## src/rtl/uart_pkg.sv

```systemverilog
// Shared constants for the UART serial engine.
//   - 2-bit FSM state encodings used by both the TX and RX machines
//   - RX_EMPTY: data-register read value when no received byte is held
//   - MIN_DIV:  smallest usable bit period, in clk cycles
//   - eff_div(): divisor clamp applied at every bit-counter reload
package uart_pkg;

  localparam logic [1:0] ST_IDLE  = 2'd0;
  localparam logic [1:0] ST_START = 2'd1;
  localparam logic [1:0] ST_DATA  = 2'd2;
  localparam logic [1:0] ST_STOP  = 2'd3;

  localparam logic [31:0] RX_EMPTY = 32'hFFFF_FFFF;
  localparam logic [31:0] MIN_DIV  = 32'd2;

  // The stored divisor is never clamped; only the value the counters use is.
  function automatic logic [31:0] eff_div(input logic [31:0] div);
    return (div < MIN_DIV) ? MIN_DIV : div;
  endfunction

endpackage

```

## src/rtl/uart_fifo.sv

```systemverilog
// Synchronous FIFO with a combinational read port.
//   clk, reset : rising-edge clock, synchronous active-high reset
//   push, din  : write din when not full (or when full and popping this cycle)
//   pop, dout  : dout is the head entry; pop consumes it when not empty
//   full, empty: occupancy flags
// DEPTH must be a power of two so the pointers wrap by plain overflow.
module uart_fifo #(
  parameter int WIDTH = 8,
  parameter int DEPTH = 4
) (
  input  logic             clk,
  input  logic             reset,
  input  logic             push,
  input  logic             pop,
  input  logic [WIDTH-1:0] din,
  output logic [WIDTH-1:0] dout,
  output logic             full,
  output logic             empty
);

  localparam int AW = $clog2(DEPTH);

  logic [WIDTH-1:0] mem [DEPTH];
  logic [AW-1:0]    wr_ptr, rd_ptr;
  logic [AW:0]      count;
  logic             do_push, do_pop;

  assign empty   = (count == '0);
  assign full    = (count == (AW+1)'(DEPTH));
  assign do_pop  = pop && !empty;
  // A pop in the same cycle frees the slot, so a full FIFO can still take a push.
  assign do_push = push && (!full || do_pop);
  assign dout    = mem[rd_ptr];

  always_ff @(posedge clk) begin
    if (do_push) mem[wr_ptr] <= din;
  end

  always_ff @(posedge clk) begin
    if (reset) begin
      wr_ptr <= '0;
      rd_ptr <= '0;
      count  <= '0;
    end else begin
      if (do_push) wr_ptr <= wr_ptr + AW'(1);
      if (do_pop)  rd_ptr <= rd_ptr + AW'(1);
      case ({do_push, do_pop})
        2'b10:   count <= count + (AW+1)'(1);
        2'b01:   count <= count - (AW+1)'(1);
        default: count <= count;
      endcase
    end
  end

endmodule

```

## src/rtl/uart_core.sv

```systemverilog
// UART serial engine: divisor register, 8N1 transmitter fed by a TX FIFO,
// 8N1 receiver with a one-byte holding register.
//   clk, reset   : single rising-edge clock, synchronous active-high reset
//   ser_tx       : serial out, idle high
//   ser_rx       : serial in, asynchronous, double-flopped before use
//   reg_div_*    : byte-strobed divisor write, full readback
//   reg_dat_we   : push reg_dat_di[7:0] into the TX FIFO
//   reg_dat_re   : consume the RX holding register
//   reg_dat_do   : received byte zero-extended, or all ones when nothing held
//   reg_dat_wait : stall for a data write the FIFO cannot take this cycle
module uart_core
  import uart_pkg::*;
#(
  parameter logic [31:0] DEFAULT_DIV = 32'd104,
  parameter int          TX_DEPTH    = 4
) (
  input  logic        clk,
  input  logic        reset,
  output logic        ser_tx,
  input  logic        ser_rx,
  input  logic [3:0]  reg_div_we,
  input  logic [31:0] reg_div_di,
  output logic [31:0] reg_div_do,
  input  logic        reg_dat_we,
  input  logic        reg_dat_re,
  input  logic [31:0] reg_dat_di,
  output logic [31:0] reg_dat_do,
  output logic        reg_dat_wait
);

  // ---------------- divisor ----------------
  logic [31:0] div_q, eff;

  always_ff @(posedge clk) begin
    if (reset) div_q <= DEFAULT_DIV;
    else
      for (int i = 0; i < 4; i++)
        if (reg_div_we[i]) div_q[8*i +: 8] <= reg_div_di[8*i +: 8];
  end

  assign reg_div_do = div_q;
  // Sampled only when a counter reloads, so a change never stretches a bit in flight.
  assign eff = eff_div(div_q);

  // ---------------- TX ----------------
  logic [1:0]  tx_state;
  logic [31:0] tx_cnt;
  logic [2:0]  tx_bit;
  logic [7:0]  tx_sh;
  logic        fifo_full, fifo_empty, tx_pop;
  logic [7:0]  fifo_dout;
  logic        unused_dat_hi;

  assign unused_dat_hi = ^reg_dat_di[31:8];
  assign tx_pop        = (tx_state == ST_IDLE) && !fifo_empty;
  // The FIFO accepts a push into a full queue when a pop frees the slot in the
  // same cycle; wait stays low then so the adapter does not repeat the write.
  assign reg_dat_wait  = reg_dat_we && fifo_full && !tx_pop;

  uart_fifo #(.WIDTH(8), .DEPTH(TX_DEPTH)) u_tx_fifo (
    .clk   (clk),
    .reset (reset),
    .push  (reg_dat_we),
    .pop   (tx_pop),
    .din   (reg_dat_di[7:0]),
    .dout  (fifo_dout),
    .full  (fifo_full),
    .empty (fifo_empty)
  );

  // tx_cnt counts down the remaining cycles of the current bit.
  always_ff @(posedge clk) begin
    if (reset) begin
      tx_state <= ST_IDLE;
      tx_cnt   <= '0;
      tx_bit   <= '0;
      tx_sh    <= '0;
      ser_tx   <= 1'b1;
    end else begin
      case (tx_state)
        ST_IDLE: begin
          ser_tx <= 1'b1;
          if (tx_pop) begin
            tx_sh    <= fifo_dout;
            ser_tx   <= 1'b0;
            tx_cnt   <= eff - 32'd1;
            tx_state <= ST_START;
          end
        end
        ST_START: begin
          if (tx_cnt == '0) begin
            ser_tx   <= tx_sh[0];
            tx_sh    <= {1'b0, tx_sh[7:1]};
            tx_bit   <= '0;
            tx_cnt   <= eff - 32'd1;
            tx_state <= ST_DATA;
          end else tx_cnt <= tx_cnt - 32'd1;
        end
        ST_DATA: begin
          if (tx_cnt == '0) begin
            tx_cnt <= eff - 32'd1;
            if (tx_bit == 3'd7) begin
              ser_tx   <= 1'b1;
              tx_state <= ST_STOP;
            end else begin
              ser_tx <= tx_sh[0];
              tx_sh  <= {1'b0, tx_sh[7:1]};
              tx_bit <= tx_bit + 3'd1;
            end
          end else tx_cnt <= tx_cnt - 32'd1;
        end
        ST_STOP: begin
          // Ends in IDLE; the single IDLE cycle is the gap before the next start.
          if (tx_cnt == '0) tx_state <= ST_IDLE;
          else              tx_cnt   <= tx_cnt - 32'd1;
        end
        default: tx_state <= ST_IDLE;
      endcase
    end
  end

  // ---------------- RX ----------------
  logic        rx_s1, rx_s2;
  logic [1:0]  rx_state;
  logic [31:0] rx_cnt;
  logic [2:0]  rx_bit;
  logic [7:0]  rx_sh, rx_byte;
  logic        rx_valid;

  always_ff @(posedge clk) begin
    if (reset) begin
      rx_s1 <= 1'b1;
      rx_s2 <= 1'b1;
    end else begin
      rx_s1 <= ser_rx;
      rx_s2 <= rx_s1;
    end
  end

  always_ff @(posedge clk) begin
    if (reset) begin
      rx_state <= ST_IDLE;
      rx_cnt   <= '0;
      rx_bit   <= '0;
      rx_sh    <= '0;
      rx_byte  <= '0;
      rx_valid <= 1'b0;
    end else begin
      if (reg_dat_re && rx_valid) rx_valid <= 1'b0;
      case (rx_state)
        ST_IDLE: begin
          if (!rx_s2) begin
            // Half a bit puts every later sample near mid-bit.
            rx_cnt   <= (eff >> 1) - 32'd1;
            rx_state <= ST_START;
          end
        end
        ST_START: begin
          if (rx_cnt == '0) begin
            if (rx_s2) rx_state <= ST_IDLE;
            else begin
              rx_bit   <= '0;
              rx_cnt   <= eff - 32'd1;
              rx_state <= ST_DATA;
            end
          end else rx_cnt <= rx_cnt - 32'd1;
        end
        ST_DATA: begin
          if (rx_cnt == '0) begin
            rx_sh  <= {rx_s2, rx_sh[7:1]};
            rx_cnt <= eff - 32'd1;
            if (rx_bit == 3'd7) rx_state <= ST_STOP;
            else                rx_bit   <= rx_bit + 3'd1;
          end else rx_cnt <= rx_cnt - 32'd1;
        end
        ST_STOP: begin
          if (rx_cnt == '0) begin
            // A load wins over a same-cycle read: the reader got the old byte.
            if (rx_s2) begin
              rx_byte  <= rx_sh;
              rx_valid <= 1'b1;
            end
            rx_state <= ST_IDLE;
          end else rx_cnt <= rx_cnt - 32'd1;
        end
        default: rx_state <= ST_IDLE;
      endcase
    end
  end

  assign reg_dat_do = rx_valid ? {24'h0, rx_byte} : RX_EMPTY;

endmodule

```

## config.mk

```make
export PLATFORM = sky130hd
export DESIGN_NAME = uart_core
export DESIGN_NICKNAME = d
export VERILOG_FILES = /design/src/rtl/uart_pkg.sv /design/src/rtl/uart_fifo.sv /design/src/rtl/uart_core.sv
export SDC_FILE = /design/constraint.sdc
export NUM_CORES = 1
export LEC_CHECK = 0
export ABC_AREA = 1
export BUFFER_PORTS_ARGS = -buffer_cell sky130_fd_sc_hd__clkbuf_2
export CAP_MARGIN = 5
export CORE_AREA = 2 2 120 168
export DETAILED_ROUTE_END_ITERATION = 12
export DIE_AREA = 0 0 122 170
export HOLD_SLACK_MARGIN = 0.15
export PLACE_DENSITY = 0.85
export RECOVER_POWER = 100
export SYNTH_ARGS = -nofsm -noshare
export SYNTH_HDL_FRONTEND = slang
export SYNTH_HIERARCHICAL = 1
export SYNTH_SLANG_ARGS = --single-unit
```

## constraint.sdc

```tcl
create_clock -name clk -period 5.5 [get_ports clk]
set_input_delay 1.1 -clock clk [delete_from_list [all_inputs] [get_ports clk]]
set_output_delay 1.1 -clock clk [all_outputs]
set_load 0.1 [all_outputs]
```

==> impl_results.md <==
* # fillers at 1814
* CP Capture Type: flip-flop
* Max-slew violation count at 58
* Clock Latency Late Sink at 450 ps
* Post-route DRC at 0
* Worst Setup SP: reset
* Number of CTS-inserted buffers at 17
* Final worst setup slack at 1070 ps
* Top fanout value on the critical path at 61
* Ratio of cells with drive above 1 in the final layout at 8.46%
* RSZ-0062 raised after global routing: no
* CTS tree: done
* Syn Nets at approximately 1800
* Post-synth EDFFs at 32
* Post-synthesis register bit count at 175
* DP Area at 0.0118 mm²
* Vias at around 12000
* Slew Limit Headroom at -56.6%
* Worst Tran Pin Value at roughly 2300 ps
* Critical path startpoint category: input port
* Die area at 0.0207 mm²
* Place WS at 1890 ps
* Die X at ~120 µm
* FF-to-FF path depth at 14
* Drt pass-1 iters at 5
* I/O pin cnt at 139
* Final cycle utilization of the critical path at 80.6%
* Root Driver: clkbuf_16
* Sequential element share of the synthesized area at about a third
* Clock Skew at 11.8 ps
* Gr ovfl total at 0
* Synthesized area per cell at between 6 and 7 µm²
* Worst-path clk slew at 80 ps
* Clock Tree Buf Depth at 2
* Power Dens Cells at 446 mW/mm²
* Initial Util at 59.3%
* RR Endpoint: rx_cnt[23]$_SDFFE_PP0P_
* Min Tclk post-route at 4430 ps
* Max Clk Rate at 226 MHz
* Largest stage delay, worst path at 1660 ps
* Status: finished with violations
* Vias in the first global route at between 10000 and 15000
* Post-CTS setup buffer count at 0
* Worst-path cell chain: clkbuf_2 > clkbuf_1 > inv_2 > clkbuf_1 > o21ai_0 > a31oi_1
* WS Path Type: in -> reg
* Mapped Cells at between 1500 and 2000
* Final wirelength at approximately 36000 µm
* Failing checks: max-capacitance violations, max-slew violations
* Setup violators final at 0
* DRT iter0 DRCs at 945
* Netlist cell types at between 40 and 50
* GP Congestion at 1.06
* First-pass GRT wire length at 55300 µm
* Die height at 170 µm
* Multi-input combinational cell area at 0.00635 mm²
* Clock sinks at between 150 and 200
* Worst Path Required at 5780 ps
* I/O Buffers at 114
* FF-to-FF setup slack at 1120 ps
* TNS Setup at 0 ps
* Mapped cell area at 0.0114 mm²
* Hold_buf cts at 0
* Largest net degree at the start of global routing at 62
* Worst r2r src: rx_cnt[0]$_SDFFE_PP0P_
* Count of nets after finishing at 1821
* Core area at 0.0191 mm²
* Max-Cap Viols at 2
* Total track usage at 34.4%
* Design Area, Final at around 0.012 mm²
* CP arrival at 4710 ps
* Warnings from Yosys at 6
* Hold Path Class: reg -> reg
* Detail Route Antenna Nets at 0
* Rows at 60
* Endpoints failing hold at 0
* Layout area overhead at 8.24%
* LEAKAGE at 5.10 nW
* Asr flop ratio synth at 0%
* Most used DFF post-synth: dfxtp_1
* CP dominant cell by count: clkbuf_1
* DR vias/cell at 5.88
* Hold Path Depth at 1
* DP HPWL at around 26000 µm
* Htree depth at 4
* Avg WL per Cell at 18.0 µm
* VDD IR max at 0.295 mV
* Hold Crit Start: rx_s1$_SDFF_PP1_
* Resize count post-CTS at 0
* Sequential cell area at 0.00382 mm²
* Initial antenna violation count at 0
* Hold endpoint: rx_s2$_SDFF_PP1_
* Slowest CP cell: clkbuf_1
[worst max-delay path by stage]
stage	endpoint	slack (ps)	depth (start not counted)
6_report	rx_cnt[8]$_SDFFE_PP0P_	1070	6
5_1_grt	rx_cnt[23]$_SDFFE_PP0P_	830	14
4_1_cts	rx_cnt[22]$_SDFFE_PP0P_	1840	17
3_5_place_dp	rx_cnt[22]$_SDFFE_PP0P_	1890	17
3_3_place_gp	rx_cnt[22]$_SDFFE_PP0P_	1950	17
2_1_floorplan	reg_dat_wait	2000	2
[cells by family (layout without fill, tap and decap cells)]
| group | after synthesis | after routing | share of synthesized area [%] |
|---|---|---|---|
| and+or+nand+nor | 719 | 719 | 28.3 |
| AOI/OAI and AO/OA | 414 | 414 | 19.5 |
| buffers and inverters | 259 | 328 | 9.74 |
| DFF | 175 | 175 | 33.7 |
| xor gates and xnor gates | 79 | 79 | 6.10 |
| adders and majority gates | 23 | 23 | 2.60 |
| other | 0 | 1 | 0 |
[Yosys cell counts (all sizes together) (20+ instances only)]
cell / count / area, µm²
inv: 168 / 631
nand3: 100 / 531
nor2: 230 / 970
a21oi: 174 / 878
edfxtp: 32 / 961
ha: 22 / 275
nand4: 21 / 176
nand2: 313 / 1190
dfxtp: 143 / 2860
buf: 46 / 307
or2: 25 / 156
clkbuf: 41 / 154
o21ai: 190 / 985
xor2: 64 / 561
nor3: 20 / 123
[critical path, delay by kind of cell]
family | cells | cell delay, ps
buffers and inverters | 4 | 3340
AOI/OAI and AO/OA | 2 | 250
[power by group]
group	internal (mW)	leakage, nW	switching (mW)
Sequential	1.53	1.47	0.242
Combinational	0.734	3.34	1.72
Clock	0.618	0.292	0.634
Total	2.88	5.10	2.60
[sequential cells by signal (all words and copies together), names as in the netlist, 2 cells and up, named ones only]
register	flops
rx_sh	8
tx_bit	3
u_tx_fifo/mem	32
reg_div_do	32
rx_byte	8
tx_cnt	32
tx_sh	8
tx_state	2
u_tx_fifo/wr_ptr	2
rx_bit	3
u_tx_fifo/rd_ptr	2
rx_cnt	32
u_tx_fifo/count	3
[cell usage in the layout, fill, tap and decap left out, types with 5 or more instances in the layout]
cell type  instances
dfxtp_1          143
xnor2_1           15
o21ai_0          176
inv_1            164
nor3_1            19
clkbuf_16         17
clkbuf_1          76
a21oi_1          172
a31oi_1           10
a211oi_1          12
o21ai_1           12
clkinv_8           5
buf_4              8
nand4_1           19
ha_1              22
or2_2             21
nand2_1          306
inv_8              5
xor2_1            64
nor2_1           207
nor2_2            18
edfxtp_1          32
nand2_2            7
o211ai_1          16
nand3_2            5
nand3_1           95
clkbuf_2          40
o22ai_1            8
[metrics by stage]
stage	std cells	utilization [%]	hold WS [ps]	power [mW]
after floorplan	1669	-	389	3.67
final	1987	64.2	425	5.48
after global placement	1954	61.9	404	4.15
after detailed placement	1954	61.9	397	4.23
after CTS	1986	65.1	418	5.46
after global routing	1986	64.2	436	5.80
[cell type report]
class,count,share of cell area [%]
Clock buffer,17,3.46
Clock inverter,15,1.47
Inverter,172,5.25
Antenna cell,1,0.0204
Multi-Input combinational cell,1235,51.7
Sequential cell,175,31.1
Timing Repair Buffer,124,4.44
Tap cell,248,2.53
[layer usage]
layer	up-vias	global-route usage [%]	routed length (µm)
met5	-	0	0
met4	0	26.2	2540
met3	141	5.83	2430
met2	505	59.1	17600
met1	5425	37.4	13200
li1	5607	-	-
Note: power is estimated with default switching activity, not from simulation.
